===== config.mk =====
export PLATFORM = sky130hd
export DESIGN_NAME = rvv_xrf_wb_arbiter_flat
export DESIGN_NICKNAME = d
export VERILOG_FILES = /design/src/rtl/rvv_xrf_wb_pkg.sv /design/src/rtl/rvv_xrf_wb_if.sv /design/src/rtl/rvv_xrf_wb_compactor.sv /design/src/rtl/rvv_xrf_wb_arbiter.sv /design/src/flat_wrapper.sv
export SDC_FILE = /design/constraint.sdc
export NUM_CORES = 1
export LEC_CHECK = 0
export CELL_PAD_IN_SITES_DETAIL_PLACEMENT = 1
export CELL_PAD_IN_SITES_GLOBAL_PLACEMENT = 1
export CORE_MARGIN = 3
export CORE_UTILIZATION = 37
export CTS_CLUSTER_SIZE = 28
export DETAILED_ROUTE_END_ITERATION = 16
export PLACE_DENSITY = 0.76
export SYNTH_ARGS = -nofsm -noshare
export SYNTH_HDL_FRONTEND = slang
export SYNTH_HIERARCHICAL = 1
export SYNTH_SLANG_ARGS = --single-unit

===== constraint.sdc =====
create_clock -name clk -period 2.8 [get_ports clk]
set_clock_uncertainty 0.05 [all_clocks]
set_input_delay 0.42 -clock clk [delete_from_list [all_inputs] [get_ports clk]]
set_output_delay 0.42 -clock clk [all_outputs]
set_load 0.005 [all_outputs]

===== src/rtl/rvv_xrf_wb_pkg.sv =====
// Shared types and defaults for the scalar-regfile write-back arbiter.
//   NUM_RT_UOP  : number of retire write-back slots in the vector backend
//   XRF_*       : default widths / depth used by the arbiter and its interface
//   xrf_wb_t    : one scalar write-back entry {addr, data}
// Optional feature macro RVV_XRF_WB_X0_FILTER_EN is consumed by the compactor.
package rvv_xrf_wb_pkg;
  localparam int NUM_RT_UOP = 2;
  localparam int XRF_DEPTH  = 4;
  localparam int XRF_ADDR_W = 5;
  localparam int XRF_DATA_W = 32;

  typedef struct packed {
    logic [XRF_ADDR_W-1:0] addr;
    logic [XRF_DATA_W-1:0] data;
  } xrf_wb_t;
endpackage


===== src/rtl/rvv_xrf_wb_if.sv =====
// Handshake bundle between the retire write-back slots, the arbiter and the
// async scalar-regfile write-back sink.
//   rt_valid_i/addr_i/data_i : per-slot write-back request (backend -> arbiter)
//   rt_ready_o               : per-slot accept (arbiter -> backend)
//   async_rd_valid/addr/data : head of write-back queue (arbiter -> sink)
//   async_rd_ready           : sink accepts head (sink -> arbiter)
// Modports: slave = arbiter side, master = backend/sink environment side.
interface rvv_xrf_wb_if
  import rvv_xrf_wb_pkg::*;
#(
  parameter int NUM_PORTS = NUM_RT_UOP,
  parameter int ADDR_W    = XRF_ADDR_W,
  parameter int DATA_W    = XRF_DATA_W
);
  logic [NUM_PORTS-1:0]             rt_valid_i;
  logic [NUM_PORTS-1:0][ADDR_W-1:0] rt_addr_i;
  logic [NUM_PORTS-1:0][DATA_W-1:0] rt_data_i;
  logic [NUM_PORTS-1:0]             rt_ready_o;
  logic                             async_rd_valid;
  logic [ADDR_W-1:0]                async_rd_addr;
  logic [DATA_W-1:0]                async_rd_data;
  logic                             async_rd_ready;

  modport slave (
    input  rt_valid_i, rt_addr_i, rt_data_i, async_rd_ready,
    output rt_ready_o, async_rd_valid, async_rd_addr, async_rd_data
  );

  modport master (
    output rt_valid_i, rt_addr_i, rt_data_i, async_rd_ready,
    input  rt_ready_o, async_rd_valid, async_rd_addr, async_rd_data
  );
endinterface


===== src/rtl/rvv_xrf_wb_compactor.sv =====
// Combinational compactor: packs accepted retire slots (valid & ready) into
// consecutive push lanes in ascending slot order and reports how many lanes
// are used. Gaps between valid slots are squeezed out.
//   valid/ready : per-slot handshake
//   addr/data   : per-slot payload
//   push_addr/data : compacted payload, lanes [0 .. push_cnt-1] meaningful
//   push_cnt    : number of entries to enqueue this cycle
// With RVV_XRF_WB_X0_FILTER_EN defined, accepted writes to x0 are dropped
// here (handshake still completes upstream, nothing is enqueued).
module rvv_xrf_wb_compactor #(
  parameter int NUM_PORTS = 2,
  parameter int ADDR_W    = 5,
  parameter int DATA_W    = 32,
  parameter int CNT_W     = $clog2(NUM_PORTS+1)
) (
  input  logic [NUM_PORTS-1:0]             valid,
  input  logic [NUM_PORTS-1:0]             ready,
  input  logic [NUM_PORTS-1:0][ADDR_W-1:0] addr,
  input  logic [NUM_PORTS-1:0][DATA_W-1:0] data,
  output logic [NUM_PORTS-1:0][ADDR_W-1:0] push_addr,
  output logic [NUM_PORTS-1:0][DATA_W-1:0] push_data,
  output logic [CNT_W-1:0]                 push_cnt
);
  logic [NUM_PORTS-1:0] take;

`ifdef RVV_XRF_WB_X0_FILTER_EN
  logic [NUM_PORTS-1:0] is_x0;
  for (genvar g = 0; g < NUM_PORTS; g++) begin : g_x0
    assign is_x0[g] = (addr[g] == '0);
  end
  assign take = valid & ready & ~is_x0;
`else
  assign take = valid & ready;
`endif

  // Running index walks slots in order; each taken slot lands on the lane
  // equal to the number of taken slots below it.
  always_comb begin
    logic [CNT_W-1:0] idx;
    push_addr = '0;
    push_data = '0;
    idx       = '0;
    for (int i = 0; i < NUM_PORTS; i++) begin
      if (take[i]) begin
        for (int o = 0; o < NUM_PORTS; o++) begin
          if (idx == CNT_W'(o)) begin
            push_addr[o] = addr[i];
            push_data[o] = data[i];
          end
        end
        idx = idx + CNT_W'(1);
      end
    end
    push_cnt = idx;
  end
endmodule


===== src/rtl/rvv_xrf_wb_arbiter.sv =====
// Merges NUM_PORTS retire scalar write-back slots into the single async
// scalar-regfile write-back channel through an in-order FIFO of DEPTH entries.
//   clk, rst     : clock, asynchronous active-high reset
//   bus (slave)  : retire slots in, rt_ready_o out, async_rd_* channel
//   fill_level_o : occupied FIFO entries
// Slot readiness is derived from the registered count only, so async_rd_ready
// never reaches rt_ready_o combinationally. No bypass: an entry is visible at
// the output no earlier than the cycle after it is accepted.
// Optional macro RVV_XRF_WB_X0_FILTER_EN (see compactor) drops x0 writes.
module rvv_xrf_wb_arbiter
  import rvv_xrf_wb_pkg::*;
#(
  parameter int NUM_PORTS = NUM_RT_UOP,
  parameter int DEPTH     = XRF_DEPTH,
  parameter int ADDR_W    = XRF_ADDR_W,
  parameter int DATA_W    = XRF_DATA_W
) (
  input  logic                       clk,
  input  logic                       rst,
  rvv_xrf_wb_if.slave                bus,
  output logic [$clog2(DEPTH+1)-1:0] fill_level_o
);
  localparam int PW = $clog2(DEPTH);
  localparam int CW = $clog2(DEPTH+1);
  localparam int KW = $clog2(NUM_PORTS+1);

  logic [DEPTH-1:0][ADDR_W-1:0]     mem_addr;
  logic [DEPTH-1:0][DATA_W-1:0]     mem_data;
  logic [PW-1:0]                    wr_ptr, rd_ptr;
  logic [CW-1:0]                    count, free;
  logic [NUM_PORTS-1:0][ADDR_W-1:0] push_addr;
  logic [NUM_PORTS-1:0][DATA_W-1:0] push_data;
  logic [KW-1:0]                    push_cnt;
  logic                             pop;

  assign free = CW'(DEPTH) - count;

  // Prefix-shaped ready: slot i gets in only if i+1 entries are free.
  for (genvar g = 0; g < NUM_PORTS; g++) begin : g_rdy
    assign bus.rt_ready_o[g] = (free > CW'(g));
  end

  rvv_xrf_wb_compactor #(
    .NUM_PORTS (NUM_PORTS),
    .ADDR_W    (ADDR_W),
    .DATA_W    (DATA_W),
    .CNT_W     (KW)
  ) u_compactor (
    .valid     (bus.rt_valid_i),
    .ready     (bus.rt_ready_o),
    .addr      (bus.rt_addr_i),
    .data      (bus.rt_data_i),
    .push_addr (push_addr),
    .push_data (push_data),
    .push_cnt  (push_cnt)
  );

  assign bus.async_rd_valid = (count != '0);
  assign bus.async_rd_addr  = mem_addr[rd_ptr];
  assign bus.async_rd_data  = mem_data[rd_ptr];
  assign pop                = bus.async_rd_valid & bus.async_rd_ready;
  assign fill_level_o       = count;

  // Storage is not reset; validity is tracked by count alone.
  always_ff @(posedge clk) begin
    for (int k = 0; k < NUM_PORTS; k++) begin
      if (KW'(k) < push_cnt) begin
        mem_addr[wr_ptr + PW'(k)] <= push_addr[k];
        mem_data[wr_ptr + PW'(k)] <= push_data[k];
      end
    end
  end

  always_ff @(posedge clk or posedge rst) begin
    if (rst) begin
      wr_ptr <= '0;
      rd_ptr <= '0;
      count  <= '0;
    end else begin
      wr_ptr <= wr_ptr + PW'(push_cnt);
      rd_ptr <= rd_ptr + PW'(pop);
      count  <= count + CW'(push_cnt) - CW'(pop);
    end
  end

`ifndef SYNTHESIS
  always_ff @(posedge clk) begin
    if (!rst) assert (CW'(push_cnt) <= free);
  end
`endif
endmodule


===== src/flat_wrapper.sv =====
// flat-port wrapper written by rule: the top's interface ports become plain ports
module rvv_xrf_wb_arbiter_flat import rvv_xrf_wb_pkg::*;
#(
  parameter int NUM_PORTS = NUM_RT_UOP,
  parameter int DEPTH     = XRF_DEPTH,
  parameter int ADDR_W    = XRF_ADDR_W,
  parameter int DATA_W    = XRF_DATA_W
)
  (clk, rst, fill_level_o, bus_rt_valid_i, bus_rt_addr_i, bus_rt_data_i, bus_async_rd_ready, bus_rt_ready_o, bus_async_rd_valid, bus_async_rd_addr, bus_async_rd_data);
  rvv_xrf_wb_if #(.NUM_PORTS(NUM_PORTS), .ADDR_W(ADDR_W), .DATA_W(DATA_W)) bus_i ();
  input  logic clk;
  input  logic rst;
  output logic [$clog2(DEPTH+1)-1:0] fill_level_o;
  input wire logic [$bits(bus_i.rt_valid_i)-1:0] bus_rt_valid_i;
  input wire logic [$bits(bus_i.rt_addr_i)-1:0] bus_rt_addr_i;
  input wire logic [$bits(bus_i.rt_data_i)-1:0] bus_rt_data_i;
  input wire logic [$bits(bus_i.async_rd_ready)-1:0] bus_async_rd_ready;
  output wire logic [$bits(bus_i.rt_ready_o)-1:0] bus_rt_ready_o;
  output wire logic [$bits(bus_i.async_rd_valid)-1:0] bus_async_rd_valid;
  output wire logic [$bits(bus_i.async_rd_addr)-1:0] bus_async_rd_addr;
  output wire logic [$bits(bus_i.async_rd_data)-1:0] bus_async_rd_data;
  assign bus_i.rt_valid_i = bus_rt_valid_i;
  assign bus_i.rt_addr_i = bus_rt_addr_i;
  assign bus_i.rt_data_i = bus_rt_data_i;
  assign bus_i.async_rd_ready = bus_async_rd_ready;
  assign bus_rt_ready_o = bus_i.rt_ready_o;
  assign bus_async_rd_valid = bus_i.async_rd_valid;
  assign bus_async_rd_addr = bus_i.async_rd_addr;
  assign bus_async_rd_data = bus_i.async_rd_data;
  rvv_xrf_wb_arbiter #(.NUM_PORTS(NUM_PORTS), .DEPTH(DEPTH), .ADDR_W(ADDR_W), .DATA_W(DATA_W)) u_core (.clk(clk), .rst(rst), .bus(bus_i), .fill_level_o(fill_level_o));
endmodule

==> impl_metrics.py, run 1 <==
metrics = {
    "worst_setup_path": {
        "reg2reg_slack_ps": 120,
        "reg2reg_depth": 10,
        "path_buf_inv": 2,
        "crit_type": "flip-flop to flip-flop",
        "crit_path_start_kind": "flip-flop",
        "crit_arrival_ps": 2930,
        "cp.required_ps": 3050,
        "path_depth": 10,
        "reg2reg_from": "u_core/fill_level_o[1]",
        "r2r-end": "u_core/mem_addr[19]",
        "crit_fanout": 20,
        "critPathSlowestCell": "o211ai_1",
        "cp_cell_sequence": "inv_1 > ha_1 > ha_1 > o21ai_4 > nand2_1 > xnor2_4 > o211ai_1 > buf_12 > mux2i_1 > a21oi_1",
        "cpMostUsedCell": "ha_1",
        "crit_family": "compound AO/OA/AOI/OAI gates",
        "max_stage_delay_ps": 440,
        "end_kind": "flip-flop",
    },
    "cells_and_area": {
        "syn_to_final_growth_pct": 24.2,
        "drive_gt1_share_pct": 12.8,
        "fin_nets": 1204,
        "antenna_cells": 0,
        "final_cell_mix": "nor2_1 (186), nand3_1 (186), dfxtp_1 (148)",
        "fill_cells": 2684,
    },
    "route": {
        "drtAntennaViolNets": 0,
        "vias_per_cell": 5.98,
        "drc_errors": 0,
        "routed_wl_mm": 30.9,
        "detail_route.wl_per_cell_um": 21.4,
        "drtPass1Iterations": 5,
        "vias": 8623,
        "drtIter0Drc": 553,
    },
    "synth": {
        "synth_area_leaders": "dfxtp_1 (34%), nand3_1 (11%), mux4_2 (9.7%)",
        "synth_top_area_share_pct": 34.3,
        "syn_nets": 1143,
        "synth_area_per_cell_um2": 8.18,
        "syn_inst": 1056,
        "syn_area_mm2": 0.00863,
        "yosysTopAreaCell": "dfxtp_1",
        "synth_seq_cells": 155,
        "synth-seq-area-share_pct": 36.3,
        "yosys_warnings": 6,
        "yosysUniqueCellTypes": 35,
    },
    "clocking": {
        "holdBufCountCts": 0,
        "cts_buffers": 17,
        "cts_tree": "built",
        "insertion_delay_ps": 420,
        "clkTransAtPathRegs_ps": 60,
        "cts.sinks": 155,
        "cts.path.max_buffers": 2,
        "cts_root_buf": "clkbuf_16",
        "htreeDepth": 4,
    },
    "outcome": {
        "status": "completed",
    },
    "grt": {
        "overflow": 0,
        "first_global_vias": 8995,
        "grt_pass1_wl_mm": 49.7,
        "grt_use_total_pct": 24.3,
        "grt_max_degree": 74,
        "antenna_found_initial": 1,
    },
    "sta": {
        "hold_viol": 0,
        "grt_setup_unrepaired": "yes",
        "fmax_mhz": 373,
        "drv_slew": 0,
        "worstMarginPinSlew_ps": 592,
        "finalCritPeriodShare_pct": 95.8,
        "holdWs_ps": 200,
        "setup_viol": 0,
        "layout_min_cycle_time_ps": 2680,
        "slew_headroom_pct": 60.1,
    },
    "die": {
        "coreArea_mm2": 0.0228,
        "row_count": 55,
        "die_x_um": 159,
        "die_y_um": 159,
        "dieArea_mm2": 0.0252,
        "ioPinCount": 122,
        "initial_core_util_pct": 37.9,
    },
    "power_and_ir_drop": {
        "p_per_area_mw_per_mm2": 1370,
        "leakage_nw": 4.36,
        "clock_power_share_pct": 15.2,
        "intPower_mw": 8.51,
        "power_frac_comb_pct": 57.3,
        "finalPower_mw": 14.7,
        "p_sw_mw": 6.20,
        "ir_drop_v": 0.000652,
        "swShare_pct": 42.1,
        "seqPwrFrac_pct": 27.6,
    },
    "placed_design": {
        "hpwl_mm": 18.8,
        "gp_congestion": 0.810,
        "io_buffer_count": 121,
    },
    "run": {
        "cap_violations": 0,
    },
    "worst_hold_path": {
        "hp-class": "input port to async pin",
    },
}
worst register-to-register path, cell delays in order (launching register included):
cell,delay [ps]
dfrtp_1,370
inv_1,70
ha_1,200
ha_1,320
o21ai_4,90
nand2_1,190
xnor2_4,220
o211ai_1,440
buf_12,280
mux2i_1,250
a21oi_1,90
sequential cells by signal (all words and copies together) (netlist names):
name	flops
u_core/wr_ptr	2
u_core/mem_addr	20
u_core/mem_data	128
u_core/fill_level_o	3
u_core/rd_ptr	2
Yosys cell counts:
cell type / instances
o21a_1: 1
inv_2: 1
nand3b_1: 2
nor2_1: 187
o211ai_1: 1
inv_1: 8
mux2i_1: 37
ha_1: 7
a21oi_1: 37
dfxtp_1: 148
a31oi_1: 111
xnor2_1: 7
nand3_1: 187
or3b_1: 1
buf_2: 51
o21ai_1: 2
nand2_1: 4
buf_8: 3
o21ba_2: 1
clkbuf_1: 40
clkbuf_8: 1
clkbuf_2: 1
buf_4: 13
fa_1: 1
nand2b_1: 1
buf_6: 6
dfrtp_1: 7
or2_2: 1
o21ai_2: 20
mux4_2: 37
and2_4: 1
o21ai_4: 1
buf_1: 2
o21ai_0: 127
o21bai_1: 1
power groups by stage:
stage	combinational [mW]	clock, mW	sequential, mW
floorplan	5.36	0	3.73
global placement	8.01	0	4.05
detailed placement	8.22	0	4.10
CTS	8.31	2.27	4.07
global route	9.14	2.36	4.18
finish	8.42	2.23	4.05
through the flow:
step | instances | util (%) | worst slack (ps) | setup TNS [ps] | cell area (um2)
6_report | 1443 | 47.1 | 117 | 0 | 10700
5_1_grt | 1443 | 47.1 | -18.8 | -42.4 | 10700
3_5_place_dp | 1409 | 44.3 | 158 | 0 | 10100
2_1_floorplan | 1056 | - | 36.6 | 0 | 8640
4_1_cts | 1441 | 46.9 | 0.0273 | 0 | 10700
3_3_place_gp | 1409 | 44.3 | 263 | 0 | 10100
cell families after synthesis:
logic type	after synthesis	synth area share (%)
compound gates	302	20.3
xor+xnor	7	0.710
fa+ha+maj	8	1.25
buf+inv	126	7.83
flops	155	36.3
mux	74	13.9
simple gates	384	19.7
area by class of cell:
class / count / area (um2) / area share [%]
Inverter: 9 / 35.0 / 0.327
Clock buffer: 21 / 470 / 4.39
Sequential cell: 155 / 3150 / 29.4
Timing Repair Buffer: 159 / 1700 / 15.8
Clock inverter: 11 / 95.1 / 0.887
Multi-Input combinational cell: 775 / 4890 / 45.6
Tap cell: 313 / 392 / 3.65
metal layers:
layer | wire length [um] | vias to the layer above | track usage [%]
met5 | 16 | - | 0
met4 | 611 | 2 | 8.91
met3 | 1560 | 54 | 4.07
met2 | 15100 | 260 | 40.9
met1 | 13600 | 4338 | 31.4
li1 | - | 3969 | -
how the worst max path moves through the flow:
| stage | from | end |
|---|---|---|
| 2_1_floorplan | u_core/fill_level_o[0] | u_core/fill_level_o[2] |
| 3_3_place_gp | u_core/fill_level_o[1] | u_core/mem_data[15] |
| 3_5_place_dp | u_core/fill_level_o[1] | u_core/mem_data[2] |
| 4_1_cts | u_core/rd_ptr[0] | bus_async_rd_data[1] |
| 5_1_grt | u_core/fill_level_o[1] | u_core/mem_data[118] |
| 6_report | u_core/fill_level_o[1] | u_core/mem_addr[19] |
repair_timing:
item                                   CTS  global route
setup endpoints to repair               22            58
pin swaps                                0             1
endpoints found under the hold margin    0             0
gates resized for setup                  5             8
setup buffers                            0             2
Power figures use the tool's default switching activity.
==> run 2, diff against run 1 <==
- CORE_MARGIN: 3 -> 2
==> impl_metrics.py, run 2 (synthesis gave the netlist of run 1 again) <==
metrics = {
    "die": {
        "ioPinCount": 122,
        "initial_core_util_pct": 37.9,
        "die_x_um": 157,
        "row_count": 55,
        "dieArea_mm2": 0.0246,
        "coreArea_mm2": 0.0228,
        "die_y_um": 157,
    },
    "grt": {
        "antenna_found_initial": 0,
        "grt_pass1_wl_mm": 50.2,
        "grt_max_degree": 70,
        "overflow": 0,
        "grt_use_total_pct": 26.1,
        "first_global_vias": 9249,
    },
    "outcome": {
        "status": "completed",
    },
    "worst_hold_path": {
        "hp-class": "input port to async pin",
    },
    "sta": {
        "hold_viol": 0,
        "setup_viol": 0,
        "drv_slew": 0,
        "slew_headroom_pct": 54.7,
        "layout_min_cycle_time_ps": 2720,
        "fmax_mhz": 368,
        "worstMarginPinSlew_ps": 680,
        "finalCritPeriodShare_pct": 97.0,
        "holdWs_ps": 204,
    },
    "route": {
        "drtIter0Drc": 538,
        "drc_errors": 0,
        "vias": 8685,
        "drtAntennaViolNets": 0,
        "vias_per_cell": 6.01,
        "detail_route.wl_per_cell_um": 21.9,
        "drtPass1Iterations": 5,
        "routed_wl_mm": 31.7,
    },
    "clocking": {
        "insertion_delay_ps": 430,
        "cts.path.max_buffers": 2,
        "cts.sinks": 155,
        "cts_root_buf": "clkbuf_16",
        "clkTransAtPathRegs_ps": 70,
        "post_cts_buffers": 0,
        "cts_tree": "built",
        "htreeDepth": 4,
        "holdBufCountCts": 0,
        "cts_buffers": 17,
        "cts_resized": 3,
    },
    "cells_and_area": {
        "multiInputGateArea_mm2": 0.00488,
        "largest_register_ffs": 128,
        "drive_gt1_share_pct": 12.7,
        "syn_to_final_growth_pct": 23.5,
        "top_register": "u_core/mem_data",
        "final_cell_mix": "nor2_1 (186), nand3_1 (186), dfxtp_1 (148)",
        "ff_latch_area_mm2": 0.00314,
        "fin_util_pct": 46.8,
        "antenna_cells": 0,
        "fill_cells": 2711,
        "fin_nets": 1212,
    },
    "worst_setup_path": {
        "max_stage_delay_ps": 610,
        "reg2reg_from": "u_core/fill_level_o[1]",
        "crit_fanout": 39,
        "crit_path_start_kind": "flip-flop",
        "cp.required_ps": 2330,
        "end_kind": "output pin",
        "cp_cell_sequence": "buf_12 > mux4_2 > clkdlybuf4s50_1",
        "critPathSlowestCell": "mux4_2",
        "crit_arrival_ps": 2250,
        "critPathLaunch": "u_core/rd_ptr[0]",
        "crit_type": "flip-flop to output pin",
    },
    "placed_design": {
        "gp_congestion": 0.780,
        "io_buffer_count": 121,
        "hpwl_mm": 19.0,
    },
    "power_and_ir_drop": {
        "ir_drop_v": 0.000630,
        "p_per_area_mw_per_mm2": 1380,
        "leakage_nw": 4.35,
    },
    "run": {
        "cap_violations": 0,
    },
}
[run 2: cell count changes in the layout (fill, tap and decap cells not counted), moves of 2 or more]
cell / delta
buf_4: +16
buf_12: -5
clkinv_2: -4
clkinv_4: -4
clkbuf_1: +3
buf_6: -2
[run 2: layout make-up]
cell class | count | area share [%]
clock buffers | 23 | 4.39
flip-flops and latches | 155 | 29.5
multi-input cells | 775 | 45.7
well taps | 313 | 3.67
inverters | 9 | 0.329
repair buffers | 167 | 15.7
clock inverters | 4 | 0.657
[run 2: through the flow]
| step | setup slack (ps) | TNS [ps] | instances | instance area [um2] | power [mW] |
|---|---|---|---|---|---|
| 2_1_floorplan | 36.6 | 0 | 1056 | 8640 | 9.09 |
| 3_3_place_gp | 260 | 0 | 1419 | 10100 | 12.0 |
| 3_5_place_dp | 136 | 0 | 1419 | 10100 | 12.4 |
| 4_1_cts | 10.3 | 0 | 1446 | 10700 | 14.7 |
| 5_1_grt | -4.21 | -4.21 | 1446 | 10700 | 15.6 |
| 6_report | 84.4 | 0 | 1446 | 10700 | 14.7 |
[run 2: metal layers]
metal	part of all wire, %	up-vias	global-route usage (%)	wire (um)
met5	0	-	0	0
met4	2.5	0	10.7	799
met3	5.1	62	3.66	1610
met2	48	298	43.9	15300
met1	44	4346	33.7	14000
li1	-	3979	-	-
[run 2: path summary, 6_finish.rpt]
check	end	slack, ps	cells past startpoint
setup / recovery	bus_async_rd_data[29]	80	3
setup reg to reg	u_core/mem_data[103]	120	9
max in group asynchronous	u_core/wr_ptr[1]	2220	2
min in group clk	u_core/mem_data[0]	440	2
hold / removal	u_core/fill_level_o[0]	200	2
hold reg to reg	u_core/mem_data[0]	440	2
[run 2: worst max-delay path: cells and delay by family, from the launching register on]
family	cells	cell delay, ps
flip-flops	1	370
buffers and inverters	2	790
multiplexers	1	610
[run 2: report_power, final]
part / leakage [nW] / internal [mW] / total, mW / switching (mW)
sequential: 1.32 / 3.37 / 3.99 / 0.616
combinational: 2.76 / 3.81 / 8.49 / 4.68
clock: 0.265 / 1.33 / 2.23 / 0.901
